File: config.mk
export PLATFORM = sky130hd
export DESIGN_NAME = sd_cmd_sequencer
export DESIGN_NICKNAME = d
export VERILOG_FILES = /design/src/rtl/sd_pkg.sv /design/src/rtl/sd_cmd_sequencer.sv
export SDC_FILE = /design/constraint.sdc
export NUM_CORES = 1
export LEC_CHECK = 0
export CORE_MARGIN = 2
export CORE_UTILIZATION = 25
export CTS_BUF_LIST = sky130_fd_sc_hd__clkbuf_4
export DETAILED_ROUTE_END_ITERATION = 10
export SYNTH_ARGS = -nofsm -noshare
export SYNTH_HDL_FRONTEND = slang
export SYNTH_SLANG_ARGS = --single-unit
File: constraint.sdc
create_clock -name iclk -period 4.2 [get_ports iclk]
set_input_delay 0.42 -clock iclk [delete_from_list [all_inputs] [get_ports iclk]]
set_output_delay 0.42 -clock iclk [all_outputs]
set_load 0.01 [all_outputs]
File: src/rtl/sd_pkg.sv
// Shared definitions for the SD card command sequencer.
//  - SD command index constants used during bring-up and block transfers
//  - fixed command arguments (CMD8 check pattern, ACMD41 OCR request, ACMD6 bus width)
//  - state encoding of the sequencer FSM
package sd_pkg;

  localparam logic [5:0] CMD2  = 6'd2;
  localparam logic [5:0] CMD3  = 6'd3;
  localparam logic [5:0] CMD7  = 6'd7;
  localparam logic [5:0] CMD8  = 6'd8;
  localparam logic [5:0] CMD17 = 6'd17;
  localparam logic [5:0] CMD24 = 6'd24;
  localparam logic [5:0] CMD41 = 6'd41;
  localparam logic [5:0] CMD55 = 6'd55;
  localparam logic [5:0] ACMD6 = 6'd6;

  // CMD8: VHS = 2.7-3.6 V, check pattern 0xAA; the card echoes the low 12 bits
  localparam logic [31:0] CMD8_ARG   = 32'h0000_01AA;
  localparam logic [11:0] CMD8_ECHO  = 12'h1AA;
  // ACMD41: HCS=1, voltage window 2.7-3.6 V
  localparam logic [31:0] ACMD41_ARG = 32'h40FF_8000;
  // ACMD6: 4-bit bus
  localparam logic [31:0] ACMD6_ARG  = 32'h0000_0002;

  // Every command owns an ISSUE state (ostart pulse) and a WAIT state (hold until idone)
  typedef enum logic [4:0] {
    ST_PWR_WAIT,
    ST_CMD8_ISSUE,   ST_CMD8_WAIT,
    ST_APP41_ISSUE,  ST_APP41_WAIT,
    ST_ACMD41_ISSUE, ST_ACMD41_WAIT,
    ST_CMD2_ISSUE,   ST_CMD2_WAIT,
    ST_CMD3_ISSUE,   ST_CMD3_WAIT,
    ST_CMD7_ISSUE,   ST_CMD7_WAIT,
    ST_APP6_ISSUE,   ST_APP6_WAIT,
    ST_ACMD6_ISSUE,  ST_ACMD6_WAIT,
    ST_READY,
    ST_XFER_ISSUE,   ST_XFER_WAIT,
    ST_ERROR
  } sd_state_e;

endpackage

File: src/rtl/sd_cmd_sequencer.sv
// SD card command sequencer.
// Walks the card through bring-up (CMD8, CMD55/ACMD41 loop, CMD2, CMD3, CMD7,
// CMD55/ACMD6), then serves single-block CMD17/CMD24 requests from the data path.
// Sole master of the CMD driver's start/index/arg inputs.
// Ports:
//  iclk, irst_n               SD clock, asynchronous active-low reset
//  ostart/ocmd_index/ocmd_arg command request to the driver (index/arg held until idone)
//  iresp, idone               driver response bits [39:8] and completion pulse
//  ireq/ireq_write/iblk_addr  block command request, sampled only while oready=1
//  oready, oreq_done          idle-and-initialised flag, block command completion pulse
//  ostatus, orca              last R1 status of a block command, RCA from CMD3
//  owide_bus, ofast_clk       4-bit bus enabled, card selected (full-rate clock allowed)
//  oerror                     sticky bring-up failure
// INIT_CLKS and ACMD41_MAX must both be in 1..65535 (16-bit counters).
module sd_cmd_sequencer
  import sd_pkg::*;
#(
  parameter int unsigned INIT_CLKS  = 80,
  parameter int unsigned ACMD41_MAX = 1000
) (
  input  logic        iclk,
  input  logic        irst_n,
  output logic        ostart,
  output logic [5:0]  ocmd_index,
  output logic [31:0] ocmd_arg,
  input  logic [31:0] iresp,
  input  logic        idone,
  input  logic        ireq,
  input  logic        ireq_write,
  input  logic [31:0] iblk_addr,
  output logic        oready,
  output logic        oreq_done,
  output logic [31:0] ostatus,
  output logic [15:0] orca,
  output logic        owide_bus,
  output logic        ofast_clk,
  output logic        oerror
);

  localparam logic [15:0] INIT_LAST   = 16'(INIT_CLKS - 1);
  localparam logic [15:0] RETRY_LIMIT = 16'(ACMD41_MAX);

  sd_state_e   state, state_d;
  logic [15:0] wait_cnt;
  logic [15:0] retry_cnt;
  logic [15:0] retry_next;
  logic [15:0] rca;
  logic        xfer_write;
  logic [31:0] xfer_addr;

  assign orca       = rca;
  assign retry_next = retry_cnt + 16'd1;

  always_ff @(posedge iclk or negedge irst_n) begin
    if (!irst_n) state <= ST_PWR_WAIT;
    else         state <= state_d;
  end

  // Index/argument decode: ISSUE and WAIT of one command share the same values,
  // which keeps them stable from ostart until idone.
  always_comb begin
    ocmd_index = '0;
    ocmd_arg   = '0;
    case (state)
      ST_CMD8_ISSUE, ST_CMD8_WAIT: begin
        ocmd_index = CMD8;
        ocmd_arg   = CMD8_ARG;
      end
      ST_APP41_ISSUE, ST_APP41_WAIT, ST_APP6_ISSUE, ST_APP6_WAIT: begin
        ocmd_index = CMD55;
        ocmd_arg   = {rca, 16'h0000};
      end
      ST_ACMD41_ISSUE, ST_ACMD41_WAIT: begin
        ocmd_index = CMD41;
        ocmd_arg   = ACMD41_ARG;
      end
      ST_CMD2_ISSUE, ST_CMD2_WAIT: ocmd_index = CMD2;
      ST_CMD3_ISSUE, ST_CMD3_WAIT: ocmd_index = CMD3;
      ST_CMD7_ISSUE, ST_CMD7_WAIT: begin
        ocmd_index = CMD7;
        ocmd_arg   = {rca, 16'h0000};
      end
      ST_ACMD6_ISSUE, ST_ACMD6_WAIT: begin
        ocmd_index = ACMD6;
        ocmd_arg   = ACMD6_ARG;
      end
      ST_XFER_ISSUE, ST_XFER_WAIT: begin
        ocmd_index = xfer_write ? CMD24 : CMD17;
        ocmd_arg   = xfer_addr;
      end
      default: ;
    endcase
  end

  // Next state and control outputs
  always_comb begin
    state_d   = state;
    ostart    = 1'b0;
    oready    = 1'b0;
    oreq_done = 1'b0;
    oerror    = 1'b0;
    case (state)
      ST_PWR_WAIT:     if (wait_cnt == INIT_LAST) state_d = ST_CMD8_ISSUE;
      ST_CMD8_ISSUE:   begin ostart = 1'b1; state_d = ST_CMD8_WAIT; end
      ST_CMD8_WAIT:
        if (idone) state_d = (iresp[11:0] == CMD8_ECHO) ? ST_APP41_ISSUE : ST_ERROR;
      ST_APP41_ISSUE:  begin ostart = 1'b1; state_d = ST_APP41_WAIT; end
      ST_APP41_WAIT:   if (idone) state_d = ST_ACMD41_ISSUE;
      ST_ACMD41_ISSUE: begin ostart = 1'b1; state_d = ST_ACMD41_WAIT; end
      ST_ACMD41_WAIT:
        if (idone) begin
          if (iresp[31])                      state_d = ST_CMD2_ISSUE;
          else if (retry_next == RETRY_LIMIT) state_d = ST_ERROR;
          else                                state_d = ST_APP41_ISSUE;
        end
      ST_CMD2_ISSUE:   begin ostart = 1'b1; state_d = ST_CMD2_WAIT; end
      ST_CMD2_WAIT:    if (idone) state_d = ST_CMD3_ISSUE;
      ST_CMD3_ISSUE:   begin ostart = 1'b1; state_d = ST_CMD3_WAIT; end
      ST_CMD3_WAIT:    if (idone) state_d = ST_CMD7_ISSUE;
      ST_CMD7_ISSUE:   begin ostart = 1'b1; state_d = ST_CMD7_WAIT; end
      ST_CMD7_WAIT:    if (idone) state_d = ST_APP6_ISSUE;
      ST_APP6_ISSUE:   begin ostart = 1'b1; state_d = ST_APP6_WAIT; end
      ST_APP6_WAIT:    if (idone) state_d = ST_ACMD6_ISSUE;
      ST_ACMD6_ISSUE:  begin ostart = 1'b1; state_d = ST_ACMD6_WAIT; end
      ST_ACMD6_WAIT:   if (idone) state_d = ST_READY;
      ST_READY: begin
        oready = 1'b1;
        if (ireq) state_d = ST_XFER_ISSUE;
      end
      ST_XFER_ISSUE:   begin ostart = 1'b1; state_d = ST_XFER_WAIT; end
      ST_XFER_WAIT:
        if (idone) begin
          oreq_done = 1'b1;
          state_d   = ST_READY;
        end
      ST_ERROR:        oerror = 1'b1;
      default:         state_d = ST_PWR_WAIT;
    endcase
  end

  // Counters and captured card data
  always_ff @(posedge iclk or negedge irst_n) begin
    if (!irst_n) begin
      wait_cnt   <= '0;
      retry_cnt  <= '0;
      rca        <= '0;
      xfer_write <= 1'b0;
      xfer_addr  <= '0;
      ostatus    <= '0;
      owide_bus  <= 1'b0;
      ofast_clk  <= 1'b0;
    end else begin
      if (state == ST_PWR_WAIT) wait_cnt <= wait_cnt + 16'd1;
      if (state == ST_ACMD41_WAIT && idone && !iresp[31]) retry_cnt <= retry_next;
      if (state == ST_CMD3_WAIT && idone) rca <= iresp[31:16];
      if (state == ST_CMD7_WAIT && idone) ofast_clk <= 1'b1;
      if (state == ST_ACMD6_WAIT && idone) owide_bus <= 1'b1;
      if (state == ST_READY && ireq) begin
        xfer_write <= ireq_write;
        xfer_addr  <= iblk_addr;
      end
      if (state == ST_XFER_WAIT && idone) ostatus <= iresp;
    end
  end

endmodule

==> out/qor.log <==
INFO  synthesis      synth-warning-count=0
INFO  pwr            vdd.ir_drop.worst=314.1uV
INFO  cells_and_area post_layout_nets=721
INFO  die            chipWidth=155.7microns
INFO  timing         postLayoutSetupSlackWorst=0.4987ns
INFO  cts            numClockSinks=120
INFO  synthesis      dominant_combinational_cell_family_by_area_after_synthesis=multiplexers
INFO  worst_setup_path crit_type=reg2out
INFO  timing         final_setup_skew=0.02389ns
INFO  cts            clockRootBuffer=clkbuf_4
INFO  place          port_buffer_cells=160
INFO  timing         slew_violations=0
INFO  timing         setup_violations=0
INFO  global_route   grt_start_max_net_pins=79
INFO  timing         setup_tns=0ns
INFO  synthesis      synth_adder_area_share=0.4352%
INFO  route          routed_wl=15.65mm
INFO  timing         min_period_over_period=88.13%
INFO  cts            ctsHtreeMaxLevel=4
INFO  die            design.portCount=161
INFO  global_route   grt.overflow.total=0
INFO  worst_setup_path max_fanout_on_critical_path=23
INFO  die            fp.dieH=155.7microns
INFO  place          place_ws=1.116ns
INFO  synthesis      post_synth_inst_count=491
INFO  timing         period_minus_slack=3.701ns
INFO  synthesis      synthSimpleGateAreaFrac=14.51%
INFO  route          dr_total_vias=4435
INFO  cts            cts_made_buffers=17
INFO  cts            clk-insertion-delay-late=0.54ns
INFO  die            fp.coreArea=22640squm
INFO  synthesis      synth_seq_area_share=52.22%
INFO  synthesis      synth.cell_area=5751squm
INFO  place          globalplace.congestion=0.8030
INFO  synthesis      yosys-mux-area-fraction=16.43%
INFO  cts            post_cts_setup_buffers=0
INFO  worst_setup_path endpoint_kind=output port
INFO  timing         timing_worst_slew_pin_value=1.013ns
INFO  global_route   grt_pass1_wl=25.11mm
INFO  global_route   grt_pass1_vias=4515
INFO  worst_setup_path start_kind=register
INFO  synthesis      synthesis.area_per_instance=11.71squm
INFO  synthesis      postSynth.topFlopCell=dfrtp_1
INFO  cells_and_area syn2layout_area_growth=37.92%
INFO  timing         maxClockFrequency=270.2MHz
INFO  synthesis      ys_seq_elements=120
INFO  timing         rsz_0062_raised_after_global_routing=no
INFO  route          final_antenna_net_count=0
INFO  worst_setup_path worstPathRequired=3.78ns
INFO  synthesis      post_synth_xor_area_fraction=5.309%
INFO  die            overall_die_area=24230squm
INFO  worst_setup_path reg2reg_depth=4
INFO  timing         max-slew-margin-rel=32.47%
INFO  cts            postCtsHoldBufs=0
INFO  cts            cts.clk_slew.worst_paths=0.12ns
INFO  route          drc=0
INFO  global_route   grt_antenna_before_repair=1
INFO  worst_setup_path critical_path_arrival=3.28ns
INFO  synthesis      synth_compound_gate_area_share=8.225%
INFO  route          wire_per_inst=16.47microns
INFO  synthesis      netlist-cell-type-count=60
INFO  timing         fin_worst_hold_slack=0.02064ns
INFO  cts            tritoncts=yes
INFO  job            max-cap-violations=0
INFO  route          drtIter0Drc=239
INFO  worst_setup_path r2r_start=state[1]
INFO  cells_and_area drive_above_1_share=20.97%
INFO  synthesis      synth_async_sr_flop_share=100.0%
INFO  pwr            power_density=566.8nW/um^2
INFO  synthesis      synth-edff-count=0
INFO  die            num_rows=55
INFO  cts            cts_resized=0
INFO  pwr            static_leakage=3.338nW
INFO  outcome        outcome=completed
INFO  global_route   grt_util_all_layers=13.27%
INFO  min_path       worst_hold_path_type=in2async
INFO  worst_setup_path cp-startpoint=state[1]
INFO  route          via_per_inst=4.668
INFO  route          dr.pass1.iters=4
INFO  cts            ctsLongestPathBuffers=2
INFO  die            initial_core_util=25.40%
INFO  timing         number_of_hold_slack_violations_in_the_final_timing_report=0
INFO  synthesis      net_count_after_synthesis=562
INFO  place          total_half_perimeter_wirelength_after_legalization_and_detailed_placement=11.35mm
==> layout make-up <==
cell class / count / area [sq um]
antenna: 2 / 5.005
clock buffer: 17 / 127.6
clock inverter: 15 / 166.4
fill: 2264 / 14710
inverter: 7 / 26.28
multi-input combinational: 337 / 2595
sequential: 120 / 3003
tap: 285 / 356.6
timing repair buffer: 167 / 1652
==> per-layer routing <==
metal	GRT usage [%]	vias to the layer above	part of all wire, %
met4	3.670	0	1.2
met5	0	-	0
li1	-	2099	-
met1	17.60	2177	44
met3	4.389	15	7.0
met2	20.78	144	47
==> state kept, by name, indices dropped and copies added, names as in the netlist <==
signal      count
wait_cnt       16
state           5
xfer_write      1
ofast_clk       1
orca           16
retry_cnt      16
xfer_addr      32
ostatus        32
owide_bus       1
==> cells by family (layout without fill, tap and decap cells) <==
kind of cell,Yosys count,after routing
other,0,2
xor gates and xnor gates,34,34
AOI/OAI and AO/OA,70,70
and+or+nand+nor,147,147
DFF,120,120
adders and majority gates,2,2
buffers and inverters,34,206
muxes,84,84
==> placed cells by master, fill, tap and decap left out, types with 17 or more instances in the layout <==
cell type	n
nor2_1	23
xor2_1	17
mux2_2	83
dfrtp_1	120
nand2_1	31
a21oi_1	19
clkdlybuf4s50_1	159
clkbuf_4	17
nand3_1	17
==> path summary, 6_finish.rpt <==
kind                                       to  slack (ns)
worst min register to register   wait_cnt[15]        0.48
worst max-delay path             ocmd_arg[30]        0.50
worst max register to register        orca[3]        1.30
min in group iclk               xfer_addr[24]        0.48
worst min-delay path            xfer_addr[11]        0.02
max in group asynchronous        retry_cnt[1]        3.23
==> synthesized netlist by cell type (all sizes together) (9+ instances only) <==
cell / number / area (sq um)
xnor2: 16 / 140.1
nand2: 31 / 116.4
mux2: 83 / 934.7
o21ai: 17 / 85.08
and2: 11 / 68.82
xor2: 18 / 165.2
buf: 15 / 92.59
a21oi: 19 / 95.09
clkbuf: 12 / 46.29
dfrtp: 120 / 3003
nor2: 24 / 97.59
a221o: 9 / 90.09
nand3: 17 / 85.08
nor3: 11 / 70.07
==> report_power, final <==
| part | switching, mW | internal, mW | leakage, nW |
|---|---|---|---|
| Clock | 0.502 | 0.367 | 0.158 |
| Combinational | 0.764 | 1.15 | 1.68 |
| Sequential | 0.229 | 1.48 | 1.50 |
| Total | 1.50 | 3.00 | 3.34 |
==> worst max-delay path, stage by stage (launching register included) <==
cell and delay, ns:
dfrtp_1 0.80, clkinv_1 0.44, nor3_4 0.41, buf_4 0.34, a221o_1 0.20, clkdlybuf4s50_1 0.53
==> stage by stage <==
step	utilization, %	power, mW	area, sq um	std cells
final	35.03	4.495	7931	950
after detailed placement	33.71	3.664	7632	916
after global placement	33.71	3.644	7632	916
after CTS	35.01	4.557	7926	948
after global routing	35.02	4.788	7929	949
after floorplan	-	2.671	5751	491
No activity file was read; power rests on OpenSTA's default activity.
